--- src/rtl/axis_reg_pkg.sv ---
// Shared constants and helpers for the AXI4-Stream register slice.
//   MODE_*         : slice operating modes
//   payload_width  : width of the packed {tlast, tuser, tkeep, tdata} word
package axis_reg_pkg;

    localparam int unsigned MODE_BYPASS = 0;
    localparam int unsigned MODE_FWD    = 1;
    localparam int unsigned MODE_SKID   = 2;

    function automatic int unsigned payload_width(input int unsigned data_width,
                                                  input int unsigned user_width);
        return data_width + data_width / 8 + user_width + 1;
    endfunction

endpackage

--- src/rtl/axis_reg_slice_if.sv ---
// AXI4-Stream bundle used on both sides of the register slice.
//   master : drives tdata/tkeep/tuser/tlast/tvalid, receives tready
//   slave  : receives tdata/tkeep/tuser/tlast/tvalid, drives tready
interface axis_reg_slice_if #(
    parameter int unsigned DATA_WIDTH = 32,
    parameter int unsigned USER_WIDTH = 1
);

    localparam int unsigned KEEP_WIDTH = DATA_WIDTH / 8;

    logic [DATA_WIDTH-1:0] tdata;
    logic [KEEP_WIDTH-1:0] tkeep;
    logic [USER_WIDTH-1:0] tuser;
    logic                  tlast;
    logic                  tvalid;
    logic                  tready;

    modport master (output tdata, tkeep, tuser, tlast, tvalid, input  tready);
    modport slave  (input  tdata, tkeep, tuser, tlast, tvalid, output tready);

endinterface

--- src/rtl/axis_reg_stage.sv ---
// One register-slice stage operating on the packed payload word.
//   clk, resetn           : clock, async active-low reset
//   s_vld/s_data/s_rdy    : upstream handshake and payload
//   m_vld/m_data/m_rdy    : downstream handshake and payload
// MODE_FWD  : single register, ready derived combinationally from downstream.
// MODE_SKID : main + skid register, ready is a flop (no path from m_rdy).
module axis_reg_stage
    import axis_reg_pkg::*;
#(
    parameter int unsigned MODE = MODE_SKID,
    parameter int unsigned PW   = 38
) (
    input  logic          clk,
    input  logic          resetn,
    input  logic          s_vld,
    input  logic [PW-1:0] s_data,
    output logic          s_rdy,
    output logic          m_vld,
    output logic [PW-1:0] m_data,
    input  logic          m_rdy
);

    generate
        if (MODE == MODE_SKID) begin : g_skid
            logic          mv_q, mv_d;
            logic          sv_q, sv_d;
            logic          rdy_q, rdy_d;
            logic [PW-1:0] w_q, w_d;
            logic [PW-1:0] sw_q, sw_d;
            logic          accept;
            logic          drain;

            // Next-state for main/skid registers; ready is the registered !sv
            always_comb begin
                mv_d   = mv_q;
                sv_d   = sv_q;
                w_d    = w_q;
                sw_d   = sw_q;
                accept = s_vld & rdy_q;
                drain  = mv_q & m_rdy;

                if (drain) begin
                    if (sv_q) begin
                        w_d  = sw_q;
                        sv_d = 1'b0;
                    end else begin
                        mv_d = 1'b0;
                    end
                end

                // accept implies sv_q=0, so a drain here never competes with a skid refill
                if (accept) begin
                    if (!mv_q || m_rdy) begin
                        w_d  = s_data;
                        mv_d = 1'b1;
                    end else begin
                        sw_d = s_data;
                        sv_d = 1'b1;
                    end
                end

                rdy_d = !sv_d;
            end

            always_ff @(posedge clk or negedge resetn) begin
                if (!resetn) begin
                    mv_q  <= 1'b0;
                    sv_q  <= 1'b0;
                    rdy_q <= 1'b0;
                    w_q   <= '0;
                    sw_q  <= '0;
                end else begin
                    mv_q  <= mv_d;
                    sv_q  <= sv_d;
                    rdy_q <= rdy_d;
                    w_q   <= w_d;
                    sw_q  <= sw_d;
                end
            end

            assign s_rdy  = rdy_q;
            assign m_vld  = mv_q;
            assign m_data = w_q;
        end else begin : g_fwd
            logic          en_q;
            logic          vld_q;
            logic [PW-1:0] w_q;
            logic          rdy;

            // en_q holds ready low until the first edge after reset release
            assign rdy = en_q & (!vld_q | m_rdy);

            always_ff @(posedge clk or negedge resetn) begin
                if (!resetn) begin
                    en_q  <= 1'b0;
                    vld_q <= 1'b0;
                    w_q   <= '0;
                end else begin
                    en_q <= 1'b1;
                    if (rdy) begin
                        vld_q <= s_vld;
                        if (s_vld) begin
                            w_q <= s_data;
                        end
                    end
                end
            end

            assign s_rdy  = rdy;
            assign m_vld  = vld_q;
            assign m_data = w_q;
        end
    endgenerate

endmodule

--- src/rtl/axis_reg_slice.sv ---
// Parametrised AXI4-Stream register slice (bypass / forward / full skid).
//   clk     : rising-edge clock
//   resetn  : async active-low reset
//   s_axis  : upstream AXIS (slave modport)
//   m_axis  : downstream AXIS (master modport)
// Chains STAGES identical stages on the packed word {tlast, tuser, tkeep, tdata}.
module axis_reg_slice
    import axis_reg_pkg::*;
#(
    parameter int unsigned DATA_WIDTH = 32,
    parameter int unsigned USER_WIDTH = 1,
    parameter int unsigned MODE       = MODE_SKID,
    parameter int unsigned STAGES     = 1
) (
    input  logic             clk,
    input  logic             resetn,
    axis_reg_slice_if.slave  s_axis,
    axis_reg_slice_if.master m_axis
);

    localparam int unsigned PW = payload_width(DATA_WIDTH, USER_WIDTH);

    generate
        if (MODE == MODE_BYPASS) begin : g_bypass
            assign m_axis.tdata  = s_axis.tdata;
            assign m_axis.tkeep  = s_axis.tkeep;
            assign m_axis.tuser  = s_axis.tuser;
            assign m_axis.tlast  = s_axis.tlast;
            assign m_axis.tvalid = s_axis.tvalid;
            assign s_axis.tready = m_axis.tready;
        end else begin : g_chain
            logic [PW-1:0] chain_data [STAGES+1];
            logic [STAGES:0] chain_vld;
            logic [STAGES:0] chain_rdy;

            assign chain_data[0] = {s_axis.tlast, s_axis.tuser, s_axis.tkeep, s_axis.tdata};
            assign chain_vld[0]  = s_axis.tvalid;
            assign s_axis.tready = chain_rdy[0];

            for (genvar i = 0; i < STAGES; i++) begin : g_stage
                axis_reg_stage #(
                    .MODE (MODE),
                    .PW   (PW)
                ) u_stage (
                    .clk    (clk),
                    .resetn (resetn),
                    .s_vld  (chain_vld[i]),
                    .s_data (chain_data[i]),
                    .s_rdy  (chain_rdy[i]),
                    .m_vld  (chain_vld[i+1]),
                    .m_data (chain_data[i+1]),
                    .m_rdy  (chain_rdy[i+1])
                );
            end

            assign chain_rdy[STAGES] = m_axis.tready;
            assign m_axis.tvalid     = chain_vld[STAGES];
            assign {m_axis.tlast, m_axis.tuser, m_axis.tkeep, m_axis.tdata} = chain_data[STAGES];
        end
    endgenerate

endmodule
--- src/flat_wrapper.sv ---
// flat-port wrapper written by rule: the top's interface ports become plain ports
module axis_reg_slice_flat import axis_reg_pkg::*;
#(
    parameter int unsigned DATA_WIDTH = 32,
    parameter int unsigned USER_WIDTH = 1,
    parameter int unsigned MODE       = MODE_SKID,
    parameter int unsigned STAGES     = 1
)
  (clk, resetn, s_axis_tdata, s_axis_tkeep, s_axis_tuser, s_axis_tlast, s_axis_tvalid, s_axis_tready, m_axis_tdata, m_axis_tkeep, m_axis_tuser, m_axis_tlast, m_axis_tvalid, m_axis_tready);
  axis_reg_slice_if #(.DATA_WIDTH(DATA_WIDTH), .USER_WIDTH(USER_WIDTH)) s_axis_i ();
  axis_reg_slice_if #(.DATA_WIDTH(DATA_WIDTH), .USER_WIDTH(USER_WIDTH)) m_axis_i ();
  input  logic clk;
  input  logic resetn;
  input wire logic [$bits(s_axis_i.tdata)-1:0] s_axis_tdata;
  input wire logic [$bits(s_axis_i.tkeep)-1:0] s_axis_tkeep;
  input wire logic [$bits(s_axis_i.tuser)-1:0] s_axis_tuser;
  input wire logic [$bits(s_axis_i.tlast)-1:0] s_axis_tlast;
  input wire logic [$bits(s_axis_i.tvalid)-1:0] s_axis_tvalid;
  output wire logic [$bits(s_axis_i.tready)-1:0] s_axis_tready;
  output wire logic [$bits(m_axis_i.tdata)-1:0] m_axis_tdata;
  output wire logic [$bits(m_axis_i.tkeep)-1:0] m_axis_tkeep;
  output wire logic [$bits(m_axis_i.tuser)-1:0] m_axis_tuser;
  output wire logic [$bits(m_axis_i.tlast)-1:0] m_axis_tlast;
  output wire logic [$bits(m_axis_i.tvalid)-1:0] m_axis_tvalid;
  input wire logic [$bits(m_axis_i.tready)-1:0] m_axis_tready;
  assign s_axis_i.tdata = s_axis_tdata;
  assign s_axis_i.tkeep = s_axis_tkeep;
  assign s_axis_i.tuser = s_axis_tuser;
  assign s_axis_i.tlast = s_axis_tlast;
  assign s_axis_i.tvalid = s_axis_tvalid;
  assign s_axis_tready = s_axis_i.tready;
  assign m_axis_tdata = m_axis_i.tdata;
  assign m_axis_tkeep = m_axis_i.tkeep;
  assign m_axis_tuser = m_axis_i.tuser;
  assign m_axis_tlast = m_axis_i.tlast;
  assign m_axis_tvalid = m_axis_i.tvalid;
  assign m_axis_i.tready = m_axis_tready;
  axis_reg_slice #(.DATA_WIDTH(DATA_WIDTH), .USER_WIDTH(USER_WIDTH), .MODE(MODE), .STAGES(STAGES)) u_core (.clk(clk), .resetn(resetn), .s_axis(s_axis_i), .m_axis(m_axis_i));
endmodule
--- config.mk ---
export PLATFORM = sky130hd
export DESIGN_NAME = axis_reg_slice_flat
export DESIGN_NICKNAME = d
export VERILOG_FILES = /design/src/rtl/axis_reg_pkg.sv /design/src/rtl/axis_reg_slice_if.sv /design/src/rtl/axis_reg_stage.sv /design/src/rtl/axis_reg_slice.sv /design/src/flat_wrapper.sv
export SDC_FILE = /design/constraint.sdc
export NUM_CORES = 1
export LEC_CHECK = 0
export CORE_MARGIN = 5
export CORE_UTILIZATION = 50
export DETAILED_ROUTE_END_ITERATION = 7
export GPL_TIMING_DRIVEN = 0
export HOLD_SLACK_MARGIN = 0.05
export PLACE_DENSITY = 0.8
export SLEW_MARGIN = 20
export SYNTH_ARGS = -nofsm -noshare
export SYNTH_HDL_FRONTEND = slang
export SYNTH_SLANG_ARGS = --single-unit
--- constraint.sdc ---
create_clock -name clk -period 1.6 [get_ports clk]
set_input_delay 0.24 -clock clk [delete_from_list [all_inputs] [get_ports clk]]
set_output_delay 0.24 -clock clk [all_outputs]
set_load 0.02 [all_outputs]
==> results of run 1 <==
[registers in the layout, indices dropped and copies added, names as in the netlist]
signal and count:
u_core.g_chain.g_stage.u_stage.m_data 38, u_core.g_chain.g_stage.u_stage.s_rdy 1, u_core.g_chain.g_stage.u_stage.m_vld 1, u_core.g_chain.g_stage.u_stage.g_skid.sw_q 38, u_core.g_chain.g_stage.u_stage.g_skid.sv_q 1
[layer usage]
layer	global-route usage (%)	up-vias	part of all wire, %
met3	3.93	15	5.8
met2	29.8	94	46
met1	28.1	1318	46
met5	0	-	0
li1	-	1251	-
met4	7.34	0	1.8
[final timing paths]
| check | from | to | slack, ns | cells past startpoint |
|---|---|---|---|---|
| setup reg to reg | u_core.g_chain.g_stage[0].u_stage.m_vld | u_core.g_chain.g_stage[0].u_stage.m_data[20] | 0.14 | 5 |
| setup / recovery | u_core.g_chain.g_stage[0].u_stage.m_data[34] | m_axis_tkeep[2] | 0.04 | 1 |
| hold / removal | resetn | async pin | 0.44 | 2 |
| max in group asynchronous | resetn | async pin | 0.58 | 3 |
| hold reg to reg | flop | flop | 0.51 | 1 |
| min in group clk | flop | flop | 0.51 | 1 |
[logic make-up (layout without fill, tap and decap cells)]
logic type | count (synthesis) | in the layout | share of synthesized area, %
compound gates | 39 | 39 | 6.94
mux | 38 | 38 | 16.3
simple gates | 125 | 125 | 15.5
flops | 79 | 79 | 56.5
buf+inv | 25 | 124 | 4.79
[power breakdown]
group          internal [mW]  leakage (nW)  switching (mW)  total, mW
registers               3.01         0.913           0.584       3.60
logic                   2.15          1.21            1.96       4.11
clock network          0.964         0.114           0.679       1.64
total                   6.13          2.24            3.22       9.35
[what timing repair did]
| item | in CTS | in global routing |
|---|---|---|
| gates resized for setup | 3 | 17 |
| setup endpoints to repair | 3 | 23 |
| hold buffers | 1 | 0 |
| endpoints found under the hold margin | 44 | 0 |
[stage by stage]
step	total power [mW]	utilization, %	hold slack, ns
after floorplan	6.07	-	-0.0556
after global placement	7.66	65.2	0.489
after detailed placement	7.78	65.5	0.276
after CTS	9.46	68.9	0.450
after global routing	9.94	69.4	0.475
final	9.35	69.4	0.439
[synth_stat cells, drive strengths merged]
cell type  number
nand2          81
dfrtp          79
a31oi          38
mux2           38
nor3           38
buf            17
clkbuf          7
nand3           2
and2            1
and3            1
inv             1
nor2b           1
o21ai           1
or2             1
[layout make-up]
class / instances / share of cell area [%]
buffer: 24 / 3.56
clock buffer: 13 / 3.37
clock inverter: 3 / 1.38
inverter: 1 / 0.0796
multi-input combinational: 202 / 28.7
sequential: 79 / 41.9
tap: 96 / 2.55
timing repair buffer: 83 / 18.4
==> reports/metrics.csv, run 1 <==
metric;value;unit
status;finished clean;
first_global_vias;2734;
final_cells;501;
drive_above_1_share;18.8;%
dieHeight;93.7;microns
grt_pass1_wl;13700;microns
cts_sinks;79;
drtIter0Drc;108;
postCtsSetupBuffers;0;
cp-end-kind;output pin;
layout_common_cells;81 x nand2_1, 79 x dfrtp_1, 65 x clkdlybuf4s50_1;
layout_setup_ws;0.0383;ns
period_share;97.6;%
rsz0062_at_grt;false;
seq_area_frac_synth;56.5;%
p_per_area;1980;nW/um^2
synth_top_area_cell;dfrtp_1;
track_usage;19.7;%
seqCellArea;1980;sq um
gr-total-overflow;0;
path_cells;clkdlybuf4s50_1;
dieArea;8770;sq um
multiInputGateArea;1360;sq um
n_fill_cell;514;
post-route-min-period;1.56;ns
grt_antenna_before_repair;0;
drc;0;
ir_drop;0.923;mV
grt_max_degree;46;
crit_type;reg2out;
syn_avg_cell_area;11.4;sq um
max_freq;640;MHz
cts_tree;done;
gp_congestion;0.802;
wire_per_inst;16.4;microns
antennaDiodeCount;0;
numCtsBuffers;9;
max_slew_margin;61.8;%
dpl_cell_area;4450;sq um
drt_first_pass_iters;5;
cts_max_level;3;
dp_hpwl;5510;microns
startpoint_type;flop;
cts_root_buf;clkbuf_8;
crit_arrival;1.32;ns
final_common_cell;nand2_1;
dp.cells;484;
fin_setup_tns;0;ns
cp_top_family;buffers and inverters;
min-delay-path-class;in2async;
ys.warnings.count;0;
finalClockSkew;0.00596;ns
slowest_delay;0.61;ns
worstPathRequired;1.36;ns
synth_cells;306;
tightest_slew;0.573;ns
synth-seq-cells;79;
yosysTopAreaCellShare;56.5;%
synth_nets;348;
timing_hold_violations_final;0;
ant_nets;0;
ios;82;
insertion_delay;0.34;ns
pre_cts_ws;-0.370;ns
rows;30;
synthTopCellsByArea;dfrtp_1 56%, mux2_4 16%, nand2_1 8.7%;
worst-path-buf-inv;1;
viasPerCell;5.35;
cap_violations;0;
io_buffer_count;81;
syn2layout_area_growth;34.8;%
coreArea;6790;sq um
p_leak;2.24;nW
initial_utilization;51.5;%
clk_pin_slew_worst_paths;0.08;ns
slew_violations;0;
fp.dieW;93.7;microns
syn_area;3500;sq um
setup_viol;0;
ys_types;17;
num_vias;2678;
cp_slowest_cell;clkdlybuf4s50_1;
path_max_fanout;2;
routed_wl;8210;microns
clockBufferDepth;2;
stdcell_area;4720;sq um
fin_nets;442;
No activity file was read; power rests on OpenSTA's default activity.
==> run 2, diff against run 1 <==
--- a/config.mk
+++ b/config.mk
@@ -10,7 +10,7 @@
 export DETAILED_ROUTE_END_ITERATION = 7
 export GPL_TIMING_DRIVEN = 0
 export HOLD_SLACK_MARGIN = 0.05
-export PLACE_DENSITY = 0.8
+export PLACE_DENSITY_LB_ADDON = 0.2
 export SLEW_MARGIN = 20
 export SYNTH_ARGS = -nofsm -noshare
 export SYNTH_HDL_FRONTEND = slang
==> run 2 against run 1 <==
Compared with the run above: highest routed layer unchanged; critical path depth stayed put; via count about the same; clock skew up 0.0040 ns; hold slack worse by 0.0073 ns; fmax increased by 1.0%; total power increased by 1.4%; global-route usage rose by 0.53 points; final area hardly changed; non-clock buffer count is the same; cell count is the same; critical path type unchanged; sequential share of layout area barely moved; sequential power is essentially flat.
==> reports/metrics.csv, run 2 (synthesized netlist as in run 1, its figures left out) <==
metric;value;unit;change
cts_root_buf;clkbuf_8;;unchanged
cap_violations;0;;unchanged
cp_slowest_cell;clkdlybuf4s50_1;;unchanged
syn2layout_area_growth;34.8;%;about the same
min-delay-path-class;in2async;;unchanged
grt_max_degree;41;;was 46
p_per_area;2010;nW/um^2;was 1980 nW/um^2
numCtsBuffers;9;;unchanged
pre_cts_ws;-0.320;ns;was -0.370 ns
clockBufferDepth;2;;unchanged
status;finished clean;;unchanged
path_cells;clkdlybuf4s50_1;;unchanged
dieHeight;93.7;microns;unchanged
clk_pin_slew_worst_paths;0.08;ns;about the same
cts_max_level;3;;unchanged
first_global_vias;2796;;was 2734
worst-path-buf-inv;1;;unchanged
max_slew_margin;64.2;%;was 61.8%
ios;82;;unchanged
post-route-min-period;1.55;ns;was 1.56 ns
cp_top_family;buffers and inverters;;unchanged
max_freq;647;MHz;was 640 MHz
wire_per_inst;16.9;microns;was 16.4 microns
period_share;96.6;%;was 97.6%
grt_pass1_wl;14000;microns;was 13700 microns
viasPerCell;5.35;;about the same
cts_sinks;79;;unchanged
insertion_delay;0.33;ns;was 0.34 ns
p_leak;2.20;nW;was 2.24 nW
slew_violations;0;;unchanged
ir_drop;1.09;mV;was 0.923 mV
initial_utilization;51.5;%;unchanged
crit_type;reg2out;;unchanged
crit_arrival;1.31;ns;was 1.32 ns
drt_first_pass_iters;4;;was 5
drc;0;;unchanged
dp.cells;484;;unchanged
postCtsSetupBuffers;0;;unchanged
fp.dieW;93.7;microns;unchanged
worstPathRequired;1.36;ns;about the same
drive_above_1_share;19.0;%;was 18.8%
slowest_delay;0.61;ns;about the same
num_vias;2679;;was 2678
dieArea;8770;sq um;unchanged
grt_antenna_before_repair;0;;unchanged
rows;30;;unchanged
gr-total-overflow;0;;unchanged
stdcell_area;4720;sq um;about the same
ant_nets;0;;unchanged
coreArea;6790;sq um;unchanged
layout_setup_ws;0.0542;ns;was 0.0383 ns
dp_hpwl;5590;microns;was 5510 microns
track_usage;20.2;%;was 19.7%
fin_nets;442;;unchanged
cp-end-kind;output pin;;unchanged
final_cells;501;;unchanged
gp_congestion;0.812;;was 0.802
final_common_cell;nand2_1;;unchanged
finalClockSkew;0.0100;ns;was 0.00596 ns
rsz0062_at_grt;false;;unchanged
timing_hold_violations_final;0;;unchanged
io_buffer_count;81;;unchanged
routed_wl;8480;microns;was 8210 microns
cts_tree;done;;unchanged
dpl_cell_area;4450;sq um;unchanged
tightest_slew;0.536;ns;was 0.573 ns
drtIter0Drc;117;;was 108
antennaDiodeCount;0;;unchanged
setup_viol;0;;unchanged
startpoint_type;flop;;unchanged
path_max_fanout;2;;unchanged
layout_common_cells;81 x nand2_1, 79 x dfrtp_1, 72 x clkdlybuf4s50_1;;was 81 x nand2_1, 79 x dfrtp_1, 65 x clkdlybuf4s50_1
-- run 2: cell count changes in the layout (fill, tap and decap cells not counted), sizes merged --
cell           before  now
clkdlybuf4s50      65   72
dlymetal6s2s       13    6
clkbuf             20   21
clkinv              1    0
-- run 2: area by class of cell --
class / instances / area (sq um)
buffer: 24 / 168
clock inverter: 2 / 60.1
tap: 96 / 120
fill: 522 / 2080
sequential: 79 / 1980
clock buffer: 14 / 183
timing repair buffer: 83 / 851
inverter: 1 / 3.75
multi-input combinational: 202 / 1360
-- run 2: report_power, final --
part | internal (mW) | switching [mW]
Clock | 1.05 | 0.677
Sequential | 3.01 | 0.584
Combinational | 2.17 | 1.98
Total | 6.24 | 3.24
-- run 2: worst paths after layout --
check	slack, ns	from	cells past startpoint	endpoint
min	0.43	resetn	2	u_core.g_chain.g_stage[0].u_stage.g_skid.sw_q[1]
max reg2reg	0.16	u_core.g_chain.g_stage[0].u_stage.m_vld	5	u_core.g_chain.g_stage[0].u_stage.m_data[32]
max in group asynchronous	0.58	resetn	3	u_core.g_chain.g_stage[0].u_stage.m_data[9]
min reg2reg	0.51	flop	1	flop
min in group clk	0.51	flop	1	flop
max	0.05	u_core.g_chain.g_stage[0].u_stage.m_data[23]	1	m_axis_tdata[23]
-- run 2: repair_timing --
item                                    4_1_cts  5_1_grt
endpoints found under the hold margin        39        0
hold buffers                                  1        0
resized for setup                             2       12
endpoints found under the setup margin        2       26
-- run 2: through the flow --
stage	setup TNS, ns	hold slack [ns]	util (%)	total power [mW]
2_1_floorplan	0	-0.0556	-	6.07
3_3_place_gp	-207.69	0.490	65.2	7.69
3_5_place_dp	-14.40	0.255	65.5	7.79
6_report	0	0.432	69.4	9.48
4_1_cts	0	0.435	69.2	9.55
5_1_grt	0	0.464	69.4	10.1
-- run 2: routing by layer --
| layer | track usage (%) | wire, microns |
|---|---|---|
| met1 | 28.3 | 3760 |
| met2 | 31.6 | 4210 |
| met3 | 4.25 | 401 |
| met4 | 6.50 | 101 |
| met5 | 0 | 0 |
